<file path="config.mk">
export PLATFORM = sky130hd
export DESIGN_NAME = csr_req_arbiter
export DESIGN_NICKNAME = d
export VERILOG_FILES = /design/src/rtl/csr_req_arbiter.sv
export SDC_FILE = /design/constraint.sdc
export NUM_CORES = 1
export LEC_CHECK = 0
export BUFFER_PORTS_ARGS = -buffer_cell sky130_fd_sc_hd__buf_2
export CAP_MARGIN = 20
export CORE_AREA = 10 10 111 113
export DETAILED_ROUTE_END_ITERATION = 8
export DIE_AREA = 0 0 121 123
export PLACE_DENSITY = 0.61
export SKIP_CTS_REPAIR_TIMING = 1
export SLEW_MARGIN = 20
export SYNTH_ARGS = -nofsm -noshare
export SYNTH_HDL_FRONTEND = slang
export SYNTH_SLANG_ARGS = --single-unit
export TNS_END_PERCENT = 30
</file>
<file path="constraint.sdc">
create_clock -name clk_i -period 1.9 [get_ports clk_i]
set_input_delay 0.38 -clock clk_i [delete_from_list [all_inputs] [get_ports clk_i]]
set_output_delay 0.38 -clock clk_i [all_outputs]
set_load 0.02 [all_outputs]
</file>
<file path="src/rtl/csr_req_arbiter.sv">
// Round-robin arbiter sharing one CSR request/response port between NumReq requesters.
// A granted read holds the arbiter until its response has been handed back to the owner.
module csr_req_arbiter #(
  parameter int NumReq       = 2,
  parameter int RegDataWidth = 32,
  parameter int RegAddrWidth = 32,
  parameter int IdxWidth     = $clog2(NumReq)
) (
  input  logic                           clk_i,
  input  logic                           rst_ni,
  input  logic [NumReq*RegDataWidth-1:0] req_data_i,
  input  logic [NumReq*RegAddrWidth-1:0] req_addr_i,
  input  logic [NumReq-1:0]              req_write_i,
  input  logic [NumReq-1:0]              req_valid_i,
  output logic [NumReq-1:0]              req_ready_o,
  output logic [NumReq*RegDataWidth-1:0] rsp_data_o,
  output logic [NumReq-1:0]              rsp_valid_o,
  input  logic [NumReq-1:0]              rsp_ready_i,
  output logic [RegDataWidth-1:0]        csr_req_data_o,
  output logic [RegAddrWidth-1:0]        csr_req_addr_o,
  output logic                           csr_req_write_o,
  output logic                           csr_req_valid_o,
  input  logic                           csr_req_ready_i,
  input  logic [RegDataWidth-1:0]        csr_rsp_data_i,
  input  logic                           csr_rsp_valid_i,
  output logic                           csr_rsp_ready_o,
  output logic                           spurious_rsp_o
);

  typedef enum logic {IDLE, WAIT_RSP} state_t;

  state_t              state_reg, state_next;
  logic [IdxWidth-1:0] rr_ptr_reg, rr_ptr_next;
  logic [IdxWidth-1:0] owner_reg, owner_next;
  logic [IdxWidth-1:0] grant;

  logic [NumReq-1:0] hi_mask, hi_req, hi_first, lo_first, gnt_first;
  logic [NumReq-1:0] sel, own_sel;
  logic [IdxWidth-1:0]     idx_acc  [NumReq+1];
  logic [RegDataWidth-1:0] data_acc [NumReq+1];
  logic [RegAddrWidth-1:0] addr_acc [NumReq+1];
  logic any_valid, grant_write, owner_ready, is_idle, is_wait;

  assign is_idle   = (state_reg == IDLE);
  assign is_wait   = (state_reg == WAIT_RSP);
  assign any_valid = |req_valid_i;

  // Rotating priority: lowest valid index at or above rr_ptr, otherwise lowest valid overall.
  assign hi_req    = req_valid_i & hi_mask;
  assign hi_first  = hi_req & (~hi_req + NumReq'(1));
  assign lo_first  = req_valid_i & (~req_valid_i + NumReq'(1));
  assign gnt_first = (|hi_req) ? hi_first : lo_first;

  assign idx_acc[0]  = '0;
  assign data_acc[0] = '0;
  assign addr_acc[0] = '0;

  generate
    for (genvar gi = 0; gi < NumReq; gi++) begin : g_req
      assign hi_mask[gi]     = (IdxWidth'(gi) >= rr_ptr_reg);
      assign idx_acc[gi+1]   = idx_acc[gi] | (gnt_first[gi] ? IdxWidth'(gi) : '0);
      assign sel[gi]         = (grant == IdxWidth'(gi));
      assign own_sel[gi]     = (owner_reg == IdxWidth'(gi));
      assign data_acc[gi+1]  = data_acc[gi]
                             | ({RegDataWidth{sel[gi]}} & req_data_i[gi*RegDataWidth +: RegDataWidth]);
      assign addr_acc[gi+1]  = addr_acc[gi]
                             | ({RegAddrWidth{sel[gi]}} & req_addr_i[gi*RegAddrWidth +: RegAddrWidth]);
      assign req_ready_o[gi] = is_idle & sel[gi] & csr_req_ready_i;
      assign rsp_valid_o[gi] = is_wait & own_sel[gi] & csr_rsp_valid_i;
    end
  endgenerate

  // With no valid requester the grant falls back to index 0, so the mux shows requester 0.
  assign grant           = idx_acc[NumReq];
  assign csr_req_data_o  = data_acc[NumReq];
  assign csr_req_addr_o  = addr_acc[NumReq];
  assign grant_write     = |(req_write_i & sel);
  assign csr_req_write_o = grant_write;
  assign owner_ready     = |(rsp_ready_i & own_sel);
  assign rsp_data_o      = {NumReq{csr_rsp_data_i}};

  always_ff @(posedge clk_i or negedge rst_ni) begin
    if (!rst_ni) begin
      state_reg  <= IDLE;
      rr_ptr_reg <= '0;
      owner_reg  <= '0;
    end else begin
      state_reg  <= state_next;
      rr_ptr_reg <= rr_ptr_next;
      owner_reg  <= owner_next;
    end
  end

  always_comb begin
    state_next      = state_reg;
    rr_ptr_next     = rr_ptr_reg;
    owner_next      = owner_reg;
    csr_req_valid_o = 1'b0;
    csr_rsp_ready_o = 1'b1;
    spurious_rsp_o  = 1'b0;
    case (state_reg)
      IDLE: begin
        csr_req_valid_o = any_valid;
        // Nothing is outstanding here, so any response is drained and flagged.
        spurious_rsp_o  = csr_rsp_valid_i;
        if (any_valid && csr_req_ready_i) begin
          rr_ptr_next = (grant == IdxWidth'(NumReq - 1)) ? '0 : grant + IdxWidth'(1);
          if (!grant_write) begin
            owner_next = grant;
            state_next = WAIT_RSP;
          end
        end
      end
      WAIT_RSP: begin
        csr_rsp_ready_o = owner_ready;
        if (csr_rsp_valid_i && owner_ready) begin
          state_next = IDLE;
        end
      end
      default: state_next = IDLE;
    endcase
  end

endmodule
</file>
### Word level (Yosys, flattened, before mapping)

Index checks and enable logic that the tools add are counted.

| operators by class | value |
|---|---|
| $lt $le $gt $ge | 2 |
| muxes and demuxes | 10 |
| reductions and logical operators | 8 |
| bitwise logic cells | 25 |
| $add $sub $neg | 3 |

Operators with widths:

| cell | count |
|---|---|
| $and 32x32->32 | 4 |
| $or 32x32->32 | 2 |
| $and 2x2->2 | 5 |
| $and 1x1->1 | 8 |
| $mux 1 | 8 |
| $reduce_or 2->1 | 4 |
| $add 2x1->2 const B | 2 |
| $not 1->1 | 4 |
| $not 2->2 | 2 |
| $reduce_and 3->1 | 1 |
| $ge 1x1->1 const A | 2 |
| $logic_and 1x1->1 | 2 |
| $mux 2 | 1 |
| $pmux 1 s2 | 1 |
| $reduce_and 2->1 | 1 |
| $add 1x1->1 const B | 1 |

| storage, ports and cells | value |
|---|---|
| register bits | 3 |
| input port bits | 170 |
| output and inout port bits | 136 |

### Longest topological paths before layout

Gate-level depths: netlist of the first run.

| logic depth | value |
|---|---|
| depth in word-level cells | 13 |
| gate-level depth with buffers | 5 |
| depth with buffers taken out | 3 |

### Least setup slack after synthesis of the first run

OpenSTA, ideal clock, no wires.

| path | value |
|---|---|
| path kind | reg2out |
| start | register rr_ptr_reg |
| end | output csr_req_addr_o[0] |
| arrival | 1245 ps |
| cell stages (with the launch flop) | 6 |
| buffers on the path | 2 |
| required time | 1520 ps |
| slack | 275 ps |
| cells stage by stage | dfrtp_1 -> nand2b_4 -> nand2_2 -> buf_6 -> buf_6 -> mux2_4 |

| on the way | value |
|---|---|
| word-level cells in the longest chain between the ends | 10 |
| elaborated cells between the ends (all ways) | 13 |
| those cells by class | add/sub: 1; order compare: 2; mux: 2; bitwise: 7; reduce/logical: 1 |

Ends and longest elaborated chain:

| element | RTL line | source |
|---|---|---|
| start, declared | 33 | `logic [IdxWidth-1:0] rr_ptr_reg, rr_ptr_next;` |
| start signal, assigned | 89 | `rr_ptr_reg <= rr_ptr_next;` |
| $ge 1x1->1 | 60 | `assign hi_mask[gi] = (IdxWidth'(gi) >= rr_ptr_reg);` |
| $and 2x2->2 (*) | 49 | `assign hi_req = req_valid_i & hi_mask;` |
| $not 2->2 | 50 | `assign hi_first = hi_req & (~hi_req + NumReq'(1));` |
| $add 2x1->2 | 50 |  |
| $and 2x2->2 | 50 |  |
| $mux 2 (*) | 52 | `assign gnt_first = (\|hi_req) ? hi_first : lo_first;` |
| $mux 1 (*) | 61 | `assign idx_acc[gi+1] = idx_acc[gi] \| (gnt_first[gi] ? IdxWidth'(gi) : '0);` |
| $not 1->1 | 62 | `assign sel[gi] = (grant == IdxWidth'(gi));` |
| $and 32x32->32 | 67 | `\| ({RegAddrWidth{sel[gi]}} & req_addr_i[gi*RegAddrWidth +: RegAddrWidth]);` |
| $or 32x32->32 (*) | 67 |  |
| end, declared | 20 | `output logic [RegAddrWidth-1:0] csr_req_addr_o,` |

Mark *: on every way between the ends. The rest lies on a longest branch, timed or not.

### Worst setup path in the final report of the first run

| path | value |
|---|---|
| start | register rr_ptr_reg |
| end | output csr_req_addr_o[27] |

Same word-level chain as after synthesis.

==> results of run 1 <==
-- worst min path at each step --
stage / startpoint / to / slack [ns] / depth (start not counted)
after floorplan: rst_ni / is_wait / 0.08 / 0
after global placement: rst_ni / rr_ptr_reg / 0.18 / 1
after detailed placement: rst_ni / rr_ptr_reg / 0.18 / 1
after CTS: rst_ni / is_wait / -0.05 / 1
after global routing: req_write_i[1] / owner_reg / 0.45 / 2
final: req_write_i[1] / owner_reg / 0.44 / 2
-- cell usage after synthesis --
master	instances
a31o_2	1
buf_4	64
mux2_2	26
inv_1	2
nand3b_1	1
dfrtp_1	3
o21ai_0	5
nor2_1	5
a21boi_0	1
buf_2	3
nand3_1	1
mux2_4	38
nand2_2	1
nand2b_4	1
nand2_1	2
and3_1	1
mux2i_1	1
a21oi_1	1
o311ai_2	1
buf_6	5
a311o_1	1
nand2b_1	1
-- report_power, final --
part | internal (mW) | leakage, nW | switching (mW)
Combinational | 0.946 | 1.66 | 0.774
Clock | 0.144 | 0.0228 | 0.0487
Sequential | 0.0895 | 0.0340 | 0.0315
-- final cells by class --
class	instances	area [sq um]	share of cell area, %
Clock buffer	4	45.0	1.50
Timing Repair Buffer	221	1570	52.2
Tap cell	136	170	5.65
Inverter	2	7.51	0.249
Multi-Input combinational cell	89	1140	37.9
Sequential cell	3	75.1	2.49
-- worst register-to-register path: stages (launching register included) --
cell	delay, ns
dfrtp_1	0.38
nand2b_4	0.21
buf_4	0.17
a311o_1	0.34
o21ai_0	0.14
-- per-layer routing --
metal	wire, um	GRT usage [%]	up-vias
met5	0	0	-
met4	125	2.79	0
met3	1260	5.52	13
met2	4020	14.1	167
met1	2760	7.18	753
li1	-	-	818
-- cell families after synthesis --
kind of cell    Yosys count
compound gates           10
buf+inv                  74
flops                     3
mux                      65
simple gates             13
-- through the flow --
| step | setup TNS, ns | setup slack [ns] | power [mW] | std cells |
|---|---|---|---|---|
| finish | -2.44 | -0.0707 | 2.03 | 455 |
| global route | -5.60 | -0.123 | 2.15 | 455 |
| CTS | -5.40 | -0.153 | 1.61 | 446 |
| detailed placement | 0 | 0.0424 | 1.41 | 442 |
| global placement | 0 | 0.0803 | 1.39 | 442 |
| floorplan | 0 | 0.275 | 1.18 | 165 |
==> impl_metrics.yaml, run 1 <==
power:
  leakage_nw: 1.72
  pwr_density_cell_nw_per_um2: 675
  peakVddDrop_uv: 239
synth:
  synthCells: 165
  synth.area.mux_share_pct: 52.9
  synth.net_count: 335
  synth_adder_area_share_pct: 0
  synth_top_family_by_area: "multiplexers"
  synth_top_area_share_pct: 34.5
  synth_simple_gate_area_share_pct: 4.32
  ys_seq_elements: 3
  yosysWarnings: 0
  yosys.area.top_type: "mux2_4"
  synth_xor_area_share_pct: 0
  synth.top_cells.by_area: "mux2_4 (35%), buf_4 (29%), mux2_2 (18%)"
  synth_cell_types: 22
  synth_compound_area_share_pct: 4.39
  seq_area_frac_synth_pct: 4.55
  syn_avg_cell_area_sq_um: 10.0
  syn-cell-area_sq_um: 1650
sta:
  fmax_mhz: 507
  rsz0062_at_grt: "yes"
  min_period_ns: 1.97
  hold_viol_final: 0
  slew_viol_final: 0
  worst_pin_slew_ns: 0.311
  fin_skew_ns: 0.00368
  setup_viol: 61
  worst_hold_slack_ns: 0.438
  setup_ws_ns: -0.0707
  post-route-period-util_pct: 104
  maxSlewHeadroom_pct: 79.3
route:
  postRouteAntennaNets: 0
  drt-vias-per-instance: 3.85
  num_vias: 1751
  initialDrtViolationCount: 41
  routed_wl_um: 8170
  drc: 0
  wire_per_inst_um: 18.0
  dr.pass1.iters: 4
worst_setup_path:
  worstSetupPathDepth: 5
  slowest_stage: "dfrtp_1"
  reg2reg_slack_ns: 0.59
  rr_endpoint: "is_wait"
  slowest_delay_ns: 0.38
  crit_path_start: "rr_ptr_reg"
  cp_max_fo: 7
  path_cells: "nand2b_4 -> nand2_8 -> buf_8 -> mux2_4 -> buf_2"
  arrival_ns: 1.59
  end_kind: "output port"
  critPathRequiredTime_ns: 1.52
  ff2ff_path_depth: 4
  crit_end: "csr_req_addr_o[27]"
  critPathBufInv: 2
  reg2reg_from: "rr_ptr_reg"
  cp_top_family: "flip-flops"
  worstSetupPathType: "flop to output port"
  start_kind: "flop"
layout:
  fin_util_pct: 29.7
  syn_to_final_growth_pct: 82.3
  design_area_sq_um: 3010
  drive_gt1_share_pct: 91.5
  most-common-layout-cells: "buf_2 (160), mux2_4 (62), buf_6 (50)"
  nFillCells: 1049
  antennaDiodeCount: 0
  nets: 490
  layout_commonest_cell: "buf_2"
run_status:
  outcome: "complete, but fails checks"
  violations: "negative setup slack"
die:
  die_y_um: 123
  die_w_um: 121
  io_pins: 306
  rows: 37
  die-area_sq_um: 14900
  coreArea_sq_um: 10100
  initial_utilization_pct: 16.3
cts:
  clkLatencyLatePin_ns: 0.22
  ctsLongestPathBuffers: 2
  numCtsBuffers: 3
  h-tree-depth: 1
  path_clk_slew_ns: 0.03
  clock_sinks: 3
  cts_tree: "yes"
  clock-root-buffer: "clkbuf_8"
placement:
  io_buffers: 209
  placed_area_sq_um: 2380
  routabilityCongestion: 0.830
  dp_hpwl_um: 6450
global_route:
  grt_overflow_total: 0
  grt_start_max_net_pins: 29
  grt_pass1_vias: 1921
  grt_usage_pct: 8.02
  grt_pass1_wl_um: 9810
  antenna_found_initial: 0
hold_path:
  hold_path_class: "input port to flop"
run:
  cap_violations: 0
(Power assumes the default switching activity.)
==> run 2, diff against run 1 <==
- RECOVER_POWER: unset -> 100
==> impl_metrics.yaml, run 2 (synthesis gave the netlist of run 1 again) <==
run_status:
  outcome: "complete, but fails checks"
  violations: "negative setup slack"
worst_setup_path:
  reg2reg_from: "rr_ptr_reg"
  arrival_ns: 1.59
  worstSetupPathType: "flop to output port"
  crit_path_start: "rr_ptr_reg"
  critPathRequiredTime_ns: 1.52
  start_kind: "flop"
  cp_max_fo: 7
  end_kind: "output port"
die:
  die_w_um: 121
  rows: 37
  coreArea_sq_um: 10100
  initial_utilization_pct: 16.3
  die_y_um: 123
  die-area_sq_um: 14900
  io_pins: 306
placement:
  routabilityCongestion: 0.830
  dp_hpwl_um: 6450
  io_buffers: 209
route:
  routed_wl_um: 8170
  initialDrtViolationCount: 41
  wire_per_inst_um: 18.0
  drt-vias-per-instance: 3.85
  dr.pass1.iters: 4
  drc: 0
  postRouteAntennaNets: 0
  num_vias: 1751
global_route:
  grt_usage_pct: 8.02
  grt_pass1_wl_um: 9810
  grt_pass1_vias: 1921
  antenna_found_initial: 0
  grt_overflow_total: 0
  grt_start_max_net_pins: 29
power:
  p_int_mw: 1.18
  pwr_density_cell_nw_per_um2: 676
  p_sw_mw: 0.855
  finalPower_mw: 2.03
  peakVddDrop_uv: 239
  pwr-share-seq_pct: 6.0
  switching_share_pct: 42.0
  comb_power_share_pct: 84.6
  leakage_nw: 1.72
  power_frac_clock_pct: 9.5
layout:
  most-common-layout-cells: "buf_2 (159), mux2_4 (62), buf_6 (50)"
  nFillCells: 1049
  fin_util_pct: 29.7
  nets: 490
  layout_commonest_cell: "buf_2"
  syn_to_final_growth_pct: 82.2
  drive_gt1_share_pct: 91.2
  antennaDiodeCount: 0
sta:
  maxSlewHeadroom_pct: 79.3
  fin_skew_ns: 0.00368
  worst_pin_slew_ns: 0.311
  post-route-period-util_pct: 104
  setup_viol: 61
  setup_ws_ns: -0.0707
  slew_viol_final: 0
  rsz0062_at_grt: "yes"
  hold_viol_final: 0
  fmax_mhz: 507
  min_period_ns: 1.97
cts:
  clock-root-buffer: "clkbuf_8"
  clkLatencyLatePin_ns: 0.22
  cts_tree: "yes"
  path_clk_slew_ns: 0.03
  numCtsBuffers: 3
  ctsLongestPathBuffers: 2
  h-tree-depth: 1
  clock_sinks: 3
hold_path:
  hold_path_class: "input port to flop"
  holdCritStartpoint: "req_write_i[1]"
run:
  cap_violations: 0
[run 2: changes by cell type in the layout (fill, tap and decap cells not counted)]
| cell | change |
|---|---|
| buf_2 | -1 |
| clkbuf_1 | +1 |
[run 2: layout make-up]
type                       instances  area (sq um)  share of cell area (%)
tap                              136           170                    5.65
sequential                         3          75.1                    2.49
clock buffer                       4          45.0                    1.50
inverter                           2          7.51                   0.249
timing repair buffer             221          1570                    52.2
multi-input combinational         89          1140                    37.9
[run 2: per-stage QoR]
stage          cells  hold slack, ns  cell area (sq um)  setup slack, ns  setup TNS (ns)
2_1_floorplan    165          0.0844               1650            0.275               0
3_3_place_gp     442           0.182               2380           0.0803               0
3_5_place_dp     442           0.184               2380           0.0424               0
4_1_cts          446         -0.0502               2420           -0.153           -5.40
5_1_grt          455           0.452               3010           -0.123           -5.60
6_report         455           0.438               3010          -0.0707           -2.44
[run 2: worst paths after layout]
path,end,slack [ns],cells after the start
worst max-delay path,csr_req_addr_o[27],-0.07,5
worst min-delay path,owner_reg,0.44,2
worst max register to register,is_wait,0.59,4
worst min register to register,rr_ptr_reg,0.49,1
max in group asynchronous,owner_reg,1.21,2
min in group asynchronous,is_wait,0.52,2
[run 2: metal layers]
metal	vias to the layer above	routed length [um]	GRT usage (%)	part of all wire, %
met5	-	0	0	0
met2	167	4020	14.1	49
met1	753	2760	7.18	34
met4	0	125	2.79	1.5
met3	13	1260	5.52	15
li1	818	-	-	-
[run 2: power by group through the flow]
stage | registers, mW | clock network, mW | logic, mW
3_5_place_dp | 0.120 | 0 | 1.29
4_1_cts | 0.120 | 0.195 | 1.30
3_3_place_gp | 0.119 | 0 | 1.28
5_1_grt | 0.126 | 0.197 | 1.82
6_report | 0.121 | 0.192 | 1.72
2_1_floorplan | 0.112 | 0 | 1.06
[run 2: worst max-delay path, cell delays in order, from the launching register on]
cell,delay (ns)
dfrtp_1,0.38
nand2b_4,0.21
nand2_8,0.15
buf_8,0.17
mux2_4,0.30
buf_2,0.16
